==> config.mk <==
export PLATFORM = sky130hd
export DESIGN_NAME = pulse_gen
export DESIGN_NICKNAME = d
export VERILOG_FILES = /design/src/rtl/pulse_gen.sv
export SDC_FILE = /design/constraint.sdc
export NUM_CORES = 1
export LEC_CHECK = 0
export BUFFER_PORTS_ARGS = -buffer_cell sky130_fd_sc_hd__buf_2
export CAP_MARGIN = 20
export CORE_AREA = 3 3 40 42
export DETAILED_ROUTE_END_ITERATION = 10
export DIE_AREA = 0 0 43 45
export PLACE_DENSITY = 0.74
export SLEW_MARGIN = 10
export SYNTH_ARGS = -nofsm -noshare
export SYNTH_HDL_FRONTEND = slang
export SYNTH_SLANG_ARGS = --single-unit
==> constraint.sdc <==
create_clock -name clk -period 1.6 [get_ports clk]
set_input_delay 0.24 -clock clk [delete_from_list [all_inputs] [get_ports clk]]
set_output_delay 0.24 -clock clk [all_outputs]
set_load 0.01 [all_outputs]
==> src/rtl/pulse_gen.sv <==
// Retriggerable / one-shot monostable pulse generator with done and missed strobes.
// Define PULSE_GEN_SYNC_EN to pass trigger through a 2-flop synchroniser first.
module pulse_gen #(
    parameter int unsigned CNT_WIDTH      = 5,
    parameter int unsigned RETRIG_DEFAULT = 0
) (
    input  logic                 clk,
    input  logic                 reset,
    input  logic                 trigger,
    input  logic [CNT_WIDTH-1:0] width,
    input  logic                 retrig,
    output logic                 pulse,
    output logic [CNT_WIDTH-1:0] remaining,
    output logic                 done,
    output logic                 missed
);

    localparam logic [0:0] IDLE   = 1'b0;
    localparam logic [0:0] ACTIVE = 1'b1;

    localparam logic [CNT_WIDTH-1:0] ONE = CNT_WIDTH'(1);

    if (CNT_WIDTH < 1) begin : g_bad_width
        $error("pulse_gen: CNT_WIDTH must be at least 1");
    end
    if (RETRIG_DEFAULT > 1) begin : g_bad_retrig
        $error("pulse_gen: RETRIG_DEFAULT must be 0 or 1");
    end

    logic                 trig_s;
    logic                 trig_hist_q;
    logic                 rise;
    logic [0:0]           state_q,  state_d;
    logic [CNT_WIDTH-1:0] rem_q,    rem_d;
    logic                 done_q,   done_d;
    logic                 missed_q, missed_d;
    logic                 width_nz;

`ifdef PULSE_GEN_SYNC_EN
    logic [1:0] sync_q;

    // Synchroniser resets to 1 so a trigger held high through reset cannot fire.
    always_ff @(posedge clk) begin
        if (reset) begin
            sync_q <= '1;
        end else begin
            sync_q <= {sync_q[0], trigger};
        end
    end

    assign trig_s = sync_q[1];
`else
    assign trig_s = trigger;
`endif

    assign rise     = trig_s & ~trig_hist_q;
    assign width_nz = (width != '0);

    always_comb begin
        state_d  = state_q;
        rem_d    = rem_q;
        done_d   = 1'b0;
        missed_d = 1'b0;
        case (state_q)
            IDLE: begin
                if (rise && width_nz) begin
                    state_d = ACTIVE;
                    rem_d   = width;
                end
            end
            default: begin
                if (rise && retrig && width_nz) begin
                    rem_d = width;
                end else begin
                    // A zero-width retrigger counts as no edge; one-shot edges only flag missed.
                    missed_d = rise & ~retrig;
                    if (rem_q == ONE) begin
                        state_d = IDLE;
                        rem_d   = '0;
                        done_d  = 1'b1;
                    end else begin
                        rem_d = rem_q - ONE;
                    end
                end
            end
        endcase
    end

    always_ff @(posedge clk) begin
        if (reset) begin
            trig_hist_q <= 1'b1;
            state_q     <= IDLE;
            rem_q       <= '0;
            done_q      <= 1'b0;
            missed_q    <= 1'b0;
        end else begin
            trig_hist_q <= trig_s;
            state_q     <= state_d;
            rem_q       <= rem_d;
            done_q      <= done_d;
            missed_q    <= missed_d;
        end
    end

    assign pulse     = (state_q == ACTIVE);
    assign remaining = rem_q;
    assign done      = done_q;
    assign missed    = missed_q;

endmodule

==> flow_summary.yaml, run 1 <==
placed_design:
  placed_cell_area_um2: 691
  hpwlAfterDp_um: 1140
  io_buffers: 16
  gp_congestion: 0.878
sta:
  hold_violations: 0
  fin_crit_sh_pct: 89.6
  slew_headroom_pct: 73.5
  max_freq_mhz: 697
  hold_slack_ns: 0.182
  fin_worst_skew_ns: 0.00247
  tightest_slew_ns: 0.397
  period_minus_slack_ns: 1.43
  slew_viol_final: 0
  setup_viol: 0
  fin_setup_tns_ns: 0
  rsz0062_at_grt: "no"
flow_run:
  max_cap_violations: 0
yosys:
  synthDistinctLibCells: 32
  synthTopCellsByArea: "dfxtp_1, mux2i_1, o311ai_4, ha_1, inv_1"
  yosys.area.top_type: "dfxtp_1"
  synthesis.nets: 71
  synth_adder_area_share_pct: 4.60
  yosysWarnings: 0
  syn_inst: 60
  synth_top_area_share_pct: 33.1
  synth_top_family_by_area: "simple AND/OR/NAND/NOR gates"
  synth_mux_area_share_pct: 5.52
  synth_area_um2: 544
  yosys.area_share.xor_xnor_pct: 0
  synth_seq_cells: 9
  synth-compound-area-share_pct: 25.7
  seq_area_frac_synth_pct: 33.1
  syn_area_per_cell_um2: 9.07
  synth-simple-area-share_pct: 26.0
worst_setup_path:
  worst_ep_required_time_ns: 1.77
  crit_slowest_cell: "or3_4"
  cp_cell_sequence: "buf_2 -> or3_4 -> o311ai_4 -> nand4_1 -> a311oi_2"
  cp_max_fo: 5
  critPathLaunchType: "input port"
  critPathMaxStageDelay_ns: 0.41
  critPathCaptureType: "flip-flop"
  critical_path_class: "in -> reg"
  cp.arrival_ns: 1.61
power:
  power_density_nw_per_um2: 840
  switching_share_pct: 31.4
  combPwrFrac_pct: 28.6
  p_seq_share_pct: 41.6
  leakagePower_uw: 0.000334
  intPower_uw: 417
  clkPwrFrac_pct: 29.7
  max-vdd-ir-drop_v: 0.000432
  switchingPower_uw: 190
  total_power_uw: 607
drt:
  viasPerCell: 5.50
  num_vias: 556
  dr.pass1.iters: 4
  routed_wl_um: 1460
  drt_iter0_drc: 11
  postRouteAntennaNets: 0
  route.detailed.drc: 0
  drt-wirelength-per-cell_um: 14.4
floorplanning:
  die_h_um: 45
  io_pins: 17
  die_area_um2: 1940
  die_w_um: 43
  core_area_um2: 1280
  initial_core_util_pct: 42.4
  rows: 13
clock_network:
  clk_latency_ns: 0.26
  post_cts_buffers: 0
  clockRootBuffer: "clkbuf_4"
  cts.clk_slew.worst_paths_ns: 0.06
  htree_levels: 1
  post_cts_resized: 0
  clkSinkCount: 9
  ctsHoldBuffers: 0
  clockBufferDepth: 2
  cts_buffers: 3
  cts_tree: "built"
global_route:
  grt_pass1_wl_um: 2330
  gr-total-overflow: 0
  grt_antenna_before_repair: 0
  grt_pass1_vias: 532
  grt_max_degree: 11
  track_usage_pct: 16.7
outcome:
  status: "finished, final reports clean"
finish:
  stdcell_area_um2: 723
  fin_util_pct: 56.3
  nets: 98
  insertedDiodeCount: 0
  layout-drive-gt1-share_pct: 39.5
  mostFrequentLayoutCells: "buf_2, dfxtp_1, buf_4"
  final_common_cell: "buf_2"
  syn_to_final_growth_pct: 32.9
hold_path:
  min_path_type: "in -> reg"
[Yosys cell counts]
cell / instances
dfxtp_1: 9
inv_1: 6
a21oi_1: 4
mux2i_1: 3
nand3_1: 3
nor2_1: 3
nor3_1: 3
ha_1: 2
nand2_1: 2
nand2b_1: 2
o22ai_1: 2
a211oi_1: 1
a221oi_1: 1
a22oi_1: 1
a311oi_2: 1
a31oi_1: 1
and2b_1: 1
buf_2: 1
nand2_4: 1
nand4_1: 1
nand4b_1: 1
nor2b_1: 1
nor3b_1: 1
nor4_1: 1
nor4b_1: 1
o21ai_0: 1
o22a_1: 1
o311ai_4: 1
o31a_2: 1
o31ai_2: 1
or2_2: 1
or3_4: 1
[stage by stage]
stage	worst slack, ns	cells
after floorplan	0.163	60
after global placement	-0.00398	97
after detailed placement	-0.0799	97
after CTS	0.0492	101
after global routing	0.0295	101
final	0.166	101
[power groups by stage]
stage | clock network (µW) | registers, µW | logic, µW
2_1_floorplan | 0 | 261 | 95.4
3_3_place_gp | 0 | 257 | 168
3_5_place_dp | 0 | 257 | 172
4_1_cts | 190 | 252 | 173
5_1_grt | 204 | 254 | 190
6_report | 181 | 253 | 174
[cell type report]
| class | count | area (µm²) |
|---|---|---|
| fillers | 126 | 562 |
| clock buffers | 4 | 26.3 |
| multi-input cells | 44 | 343 |
| flip-flops and latches | 9 | 180 |
| repair buffers | 23 | 133 |
| well taps | 15 | 18.8 |
| inverters | 6 | 22.5 |
[path summary, 6_finish.rpt]
kind         cells after the start      endpoint         start  slack (ns)
max reg2reg                      6  remaining[3]  remaining[1]        0.19
max                              5  remaining[0]      width[0]        0.17
min                              2   trig_hist_q       trigger        0.18
min reg2reg                      2  remaining[3]  remaining[3]        0.56
[worst max-delay path: cells and delay by family]
kind / cells / cell delay [ns]
AOI/OAI and AO/OA: 2 / 0.66
and+or+nand+nor: 2 / 0.60
buffers and inverters: 1 / 0.11
[routing by layer]
metal / routed length (µm) / global-route usage, % / vias to the layer above
li1: - / - / 281
met1: 652 / 19.1 / 253
met2: 695 / 26.9 / 18
met3: 81 / 6.37 / 4
met4: 26 / 9.04 / 0
met5: 0 / 0 / -
[cell families after synthesis]
| group | count (synthesis) |
|---|---|
| multiplexers | 3 |
| buffers and inverters | 7 |
| adder cells (fa/ha/maj) | 2 |
| flip-flops | 9 |
| AO/OA/AOI/OAI | 16 |
| AND/OR/NAND/NOR | 23 |
[registers in the layout (all words and copies together) (netlist names)]
signal	flops
done	1
missed	1
pulse	1
remaining	5
trig_hist_q	1
Note: power is estimated with default switching activity, not from simulation.
==> inputs of run 2 (changes only) <==
CELL_PAD_IN_SITES_DETAIL_PLACEMENT = 0   (was default)
CELL_PAD_IN_SITES_GLOBAL_PLACEMENT = 1   (was default)
CORE_AREA = default   (was 3 3 40 42)
CORE_MARGIN = 3   (was default)
CORE_UTILIZATION = 35   (was default)
CTS_CLUSTER_DIAMETER = 200   (was default)
DIE_AREA = default   (was 0 0 43 45)
PLACE_DENSITY = 0.83   (was 0.74)
==> run 2 against run 1 <==
Clock power barely moved. Largest power group unchanged. Highest routed layer unchanged. Hold slack worse by 0.0019 ns. Count of clock-buffer cells in the layout is the same. Maximum frequency grew 0.92%. Die area grew 6.7%. Clock skew increased by 0.0066 ns. Total power increased by 0.61%. Wire length decreased by 3.0%.
==> flow_summary.yaml, run 2 (same netlist as run 1, synthesis figures left out) <==
outcome:
  status: "finished, final reports clean"
power:
  p_seq_share_pct: 41.4
  intPower_uw: 421
  switchingPower_uw: 190
  total_power_uw: 611
  combPwrFrac_pct: 28.9
  power_density_nw_per_um2: 839
  switching_share_pct: 31.1
  max-vdd-ir-drop_v: 0.000480
  clkPwrFrac_pct: 29.7
  leakagePower_uw: 0.000337
sta:
  slew_headroom_pct: 73.9
  hold_slack_ns: 0.180
  rsz0062_at_grt: "no"
  setup_viol: 0
  fin_worst_skew_ns: 0.00904
  period_minus_slack_ns: 1.42
  hold_violations: 0
  tightest_slew_ns: 0.392
  fin_crit_sh_pct: 88.8
  slew_viol_final: 0
  max_freq_mhz: 704
floorplanning:
  die_h_um: 45.4
  rows: 13
  io_pins: 17
  die_w_um: 45.4
  die_area_um2: 2060
  core_area_um2: 1380
  initial_core_util_pct: 39.4
clock_network:
  clk_latency_ns: 0.26
  cts_tree: "built"
  cts.clk_slew.worst_paths_ns: 0.06
  clkSinkCount: 9
  htree_levels: 1
  clockBufferDepth: 2
  cts_buffers: 3
  clockRootBuffer: "clkbuf_4"
finish:
  syn_to_final_growth_pct: 33.8
  stdcell_count: 102
  fin_util_pct: 52.7
  nets: 99
  mostFrequentLayoutCells: "buf_2, dfxtp_1, buf_4"
  largest_reg_flops: 5
  final_common_cell: "buf_2"
  stdcell_area_um2: 728
  insertedDiodeCount: 0
  layout-drive-gt1-share_pct: 40.2
drt:
  dr.pass1.iters: 4
  drt-wirelength-per-cell_um: 13.8
  postRouteAntennaNets: 0
  wl_met1_um: 597
  drt_iter0_drc: 5
  top_layer: "met4"
  route.detailed.drc: 0
  routed_wl_um: 1410
  wl_met2_um: 693
  met3_length_um: 111
  viasPerCell: 5.42
  num_vias: 553
global_route:
  track_usage_pct: 15.6
  grt_pass1_wl_um: 2300
  grt_antenna_before_repair: 0
  grt_max_degree: 11
  gr-total-overflow: 0
  grt_pass1_vias: 538
placed_design:
  gp_congestion: 0.779
  io_buffers: 16
  placed_cell_area_um2: 698
  dp_cells: 98
  hpwlAfterDp_um: 1120
worst_setup_path:
  cp.arrival_ns: 1.57
  cp_max_fo: 4
  critPathLaunchType: "flip-flop"
  critPathCaptureType: "flip-flop"
  worst_ep_required_time_ns: 1.75
  critical_path_class: "reg -> reg"
hold_path:
  min_path_type: "in -> reg"
flow_run:
  max_cap_violations: 0
## run 2: changes by cell type in the layout (fill, tap and decap cells not counted), sizes merged
cell / change
buf: +1
## run 2: final timing paths
check | start | to | slack, ns | depth (start not counted)
setup / recovery | remaining[0] | remaining[4] | 0.18 | 7
hold / removal | trigger | trig_hist_q | 0.18 | 2
setup reg to reg | remaining[0] | remaining[4] | 0.18 | 7
hold reg to reg | remaining[3] | remaining[3] | 0.59 | 2
## run 2: area by class of cell
type                            count  area (µm²)
Clock buffer                        4        26.3
Fill cell                         129         654
Inverter                            6        22.5
Multi-Input combinational cell     44         340
Sequential cell                     9         180
Tap cell                           15        18.8
Timing Repair Buffer               24         140
## run 2: what timing repair did
action / in CTS / in global routing
setup buffers: 0 / 0
hold buffers: 0 / 0
gates resized for setup: 0 / 1
endpoints found under the setup margin: 0 / 2
## run 2: power groups by stage
stage               registers, µW  clock network (µW)  logic [µW]
floorplan                     261                   0        95.4
global placement              257                   0         174
detailed placement            258                   0         174
CTS                           253                 182         175
global route                  255                 198         195
finish                        253                 182         176
## run 2: per-stage QoR
stage	worst slack [ns]	setup TNS [ns]
3_5_place_dp	-0.0239	-0.0284
2_1_floorplan	0.163	0
4_1_cts	0.117	0
3_3_place_gp	-0.00439	-0.00439
5_1_grt	0.0473	0
6_report	0.179	0
## run 2: critical path: stages (launching register included)
cell	delay [ns]
dfxtp_1	0.35
buf_4	0.13
inv_1	0.06
ha_1	0.23
nand3_1	0.11
mux2i_1	0.21
o22a_1	0.17
a21oi_1	0.06
## run 2: layer usage
layer / vias to the layer above / track usage, %
met2: 19 / 23.7
met1: 252 / 19.9
met5: - / 0
met3: 2 / 5.14
met4: 0 / 7.02
li1: 280 / -
==> inputs of run 3 (changes only) <==
CELL_PAD_IN_SITES_DETAIL_PLACEMENT = 1   (was 0)
==> run 3 against run 2 <==
Clock skew down 0.0031 ns. Register-to-register slack worse by 0.06 ns. Global-route usage grew 3.8 points. Largest power group unchanged. Via count rose by 6.5%. Critical path depth stayed put. Clock power increased by 3%. Wire length up 19%. Core utilization decreased by 0.27 points. Total power increased by 2.0%. Design area is 0.52% lower. Non-clock buffer count did not move. Highest routed layer unchanged.
==> flow_summary.yaml, run 3 (same netlist as run 1, synthesis figures left out) <==
sta:
  fin_worst_skew_ns: 0.00590
  fin_crit_sh_pct: 92.7
  tightest_slew_ns: 0.401
  slew_headroom_pct: 73.2
  fin_setup_tns_ns: 0
  slew_viol_final: 0
  setup_viol: 0
  hold_slack_ns: 0.167
  rsz0062_at_grt: "no"
  period_minus_slack_ns: 1.48
  hold_violations: 0
  max_freq_mhz: 674
worst_setup_path:
  cp_max_fo: 3
  reg2reg_from: "remaining[1]"
  reg2reg_slack_ns: 0.12
  critPathCaptureType: "flip-flop"
  reg2reg_to: "remaining[2]"
  critical_path_class: "reg -> reg"
  critPathLaunchType: "flip-flop"
  worst_ep_required_time_ns: 1.76
  cp.arrival_ns: 1.64
  reg2reg_depth: 7
global_route:
  track_usage_pct: 19.4
  grt_antenna_before_repair: 0
  gr-total-overflow: 0
  grt_max_degree: 11
  grt_pass1_wl_um: 2750
  grt_pass1_vias: 602
placed_design:
  dp_cells: 98
  hpwlAfterDp_um: 1300
  io_buffers: 16
  placed_cell_area_um2: 698
  gp_congestion: 0.779
clock_network:
  post_cts_resized: 0
  clkSinkCount: 9
  post_cts_buffers: 0
  clockRootBuffer: "clkbuf_4"
  cts.clk_slew.worst_paths_ns: 0.07
  htree_levels: 1
  cts_tree: "built"
  cts_buffers: 3
  clockBufferDepth: 2
  clk_latency_ns: 0.27
  ctsHoldBuffers: 0
floorplanning:
  io_pins: 17
  rows: 13
  die_area_um2: 2060
  die_h_um: 45.4
  die_w_um: 45.4
  core_area_um2: 1380
  initial_core_util_pct: 39.4
hold_path:
  hold_start: "trigger"
  min_path_type: "in -> reg"
  min_to: "trig_hist_q"
  holdPathStages: 2
power:
  combPwrFrac_pct: 29.2
  intPower_uw: 421
  clkPwrFrac_pct: 30.2
  max-vdd-ir-drop_v: 0.000481
  leakagePower_uw: 0.000336
  total_power_uw: 623
  p_seq_share_pct: 40.6
  switching_share_pct: 32.4
  power_density_nw_per_um2: 860
  switchingPower_uw: 202
finish:
  final_common_cell: "buf_2"
  mostFrequentLayoutCells: "buf_2, dfxtp_1, buf_4"
  fillCellCount: 181
  largest_reg_flops: 5
  insertedDiodeCount: 0
  stdcell_count: 102
  syn_to_final_growth_pct: 33.1
  stdcell_area_um2: 724
  layout-drive-gt1-share_pct: 39.1
  nets: 99
drt:
  drt-wirelength-per-cell_um: 16.4
  dr.pass1.iters: 4
  drt_iter0_drc: 12
  num_vias: 589
  route.detailed.drc: 0
  postRouteAntennaNets: 0
  routed_wl_um: 1680
  viasPerCell: 5.77
outcome:
  status: "finished, final reports clean"
flow_run:
  max_cap_violations: 0
## run 3: changes by cell type in the layout (fill, tap and decap cells not counted)
cell     before  now
a21oi_1       3    4
a21oi_2       1    0
## run 3: metrics by stage
stage	setup slack, ns	utilization [%]
after floorplan	0.163	-
after global placement	-0.00439	50.5
after detailed placement	-0.0465	50.5
after CTS	0.111	52.4
after global routing	0.0481	52.4
final	0.116	52.4
## run 3: worst max-delay path by stage
| stage | startpoint | end | slack [ns] | depth (start not counted) |
|---|---|---|---|---|
| 2_1_floorplan | width[0] | remaining[0] | 0.16 | 4 |
| 3_3_place_gp | width[0] | remaining[2] | -0.004 | 6 |
| 3_5_place_dp | width[0] | remaining[2] | -0.05 | 6 |
| 4_1_cts | remaining[1] | remaining[2] | 0.11 | 7 |
| 5_1_grt | remaining[1] | remaining[2] | 0.05 | 7 |
| 6_report | remaining[1] | remaining[2] | 0.12 | 7 |
## run 3: layer usage
layer / wire length [µm] / part of all wire (%) / up-vias / global-route usage [%]
li1: - / - / 281 / -
met1: 690 / 41 / 286 / 21.4
met2: 861 / 51 / 18 / 33.1
met3: 95 / 5.7 / 4 / 3.95
met4: 27 / 1.6 / 0 / 12.3
met5: 0 / 0 / - / 0
## run 3: area by class of cell
cell class | instances | area (µm²) | share of cell area (%)
multi-input cells | 44 | 337 | 46.5
flip-flops and latches | 9 | 180 | 24.9
repair buffers | 24 | 140 | 19.3
clock buffers | 4 | 26.3 | 3.63
inverters | 6 | 22.5 | 3.11
well taps | 15 | 18.8 | 2.59
## run 3: power by group through the flow
stage	Sequential (µW)	Combinational (µW)	Clock, µW
after global routing	254	200	209
after detailed placement	258	179	0
final	253	182	188
after CTS	253	183	197
after floorplan	261	95.4	0
after global placement	257	174	0
## run 3: critical path, cell delays in order, from the launching register on
cell     delay (ns)
dfxtp_1        0.32
inv_1          0.07
ha_1           0.17
nor4b_1        0.25
buf_4          0.17
nor2_1         0.05
a21oi_1        0.22
o22ai_1        0.13
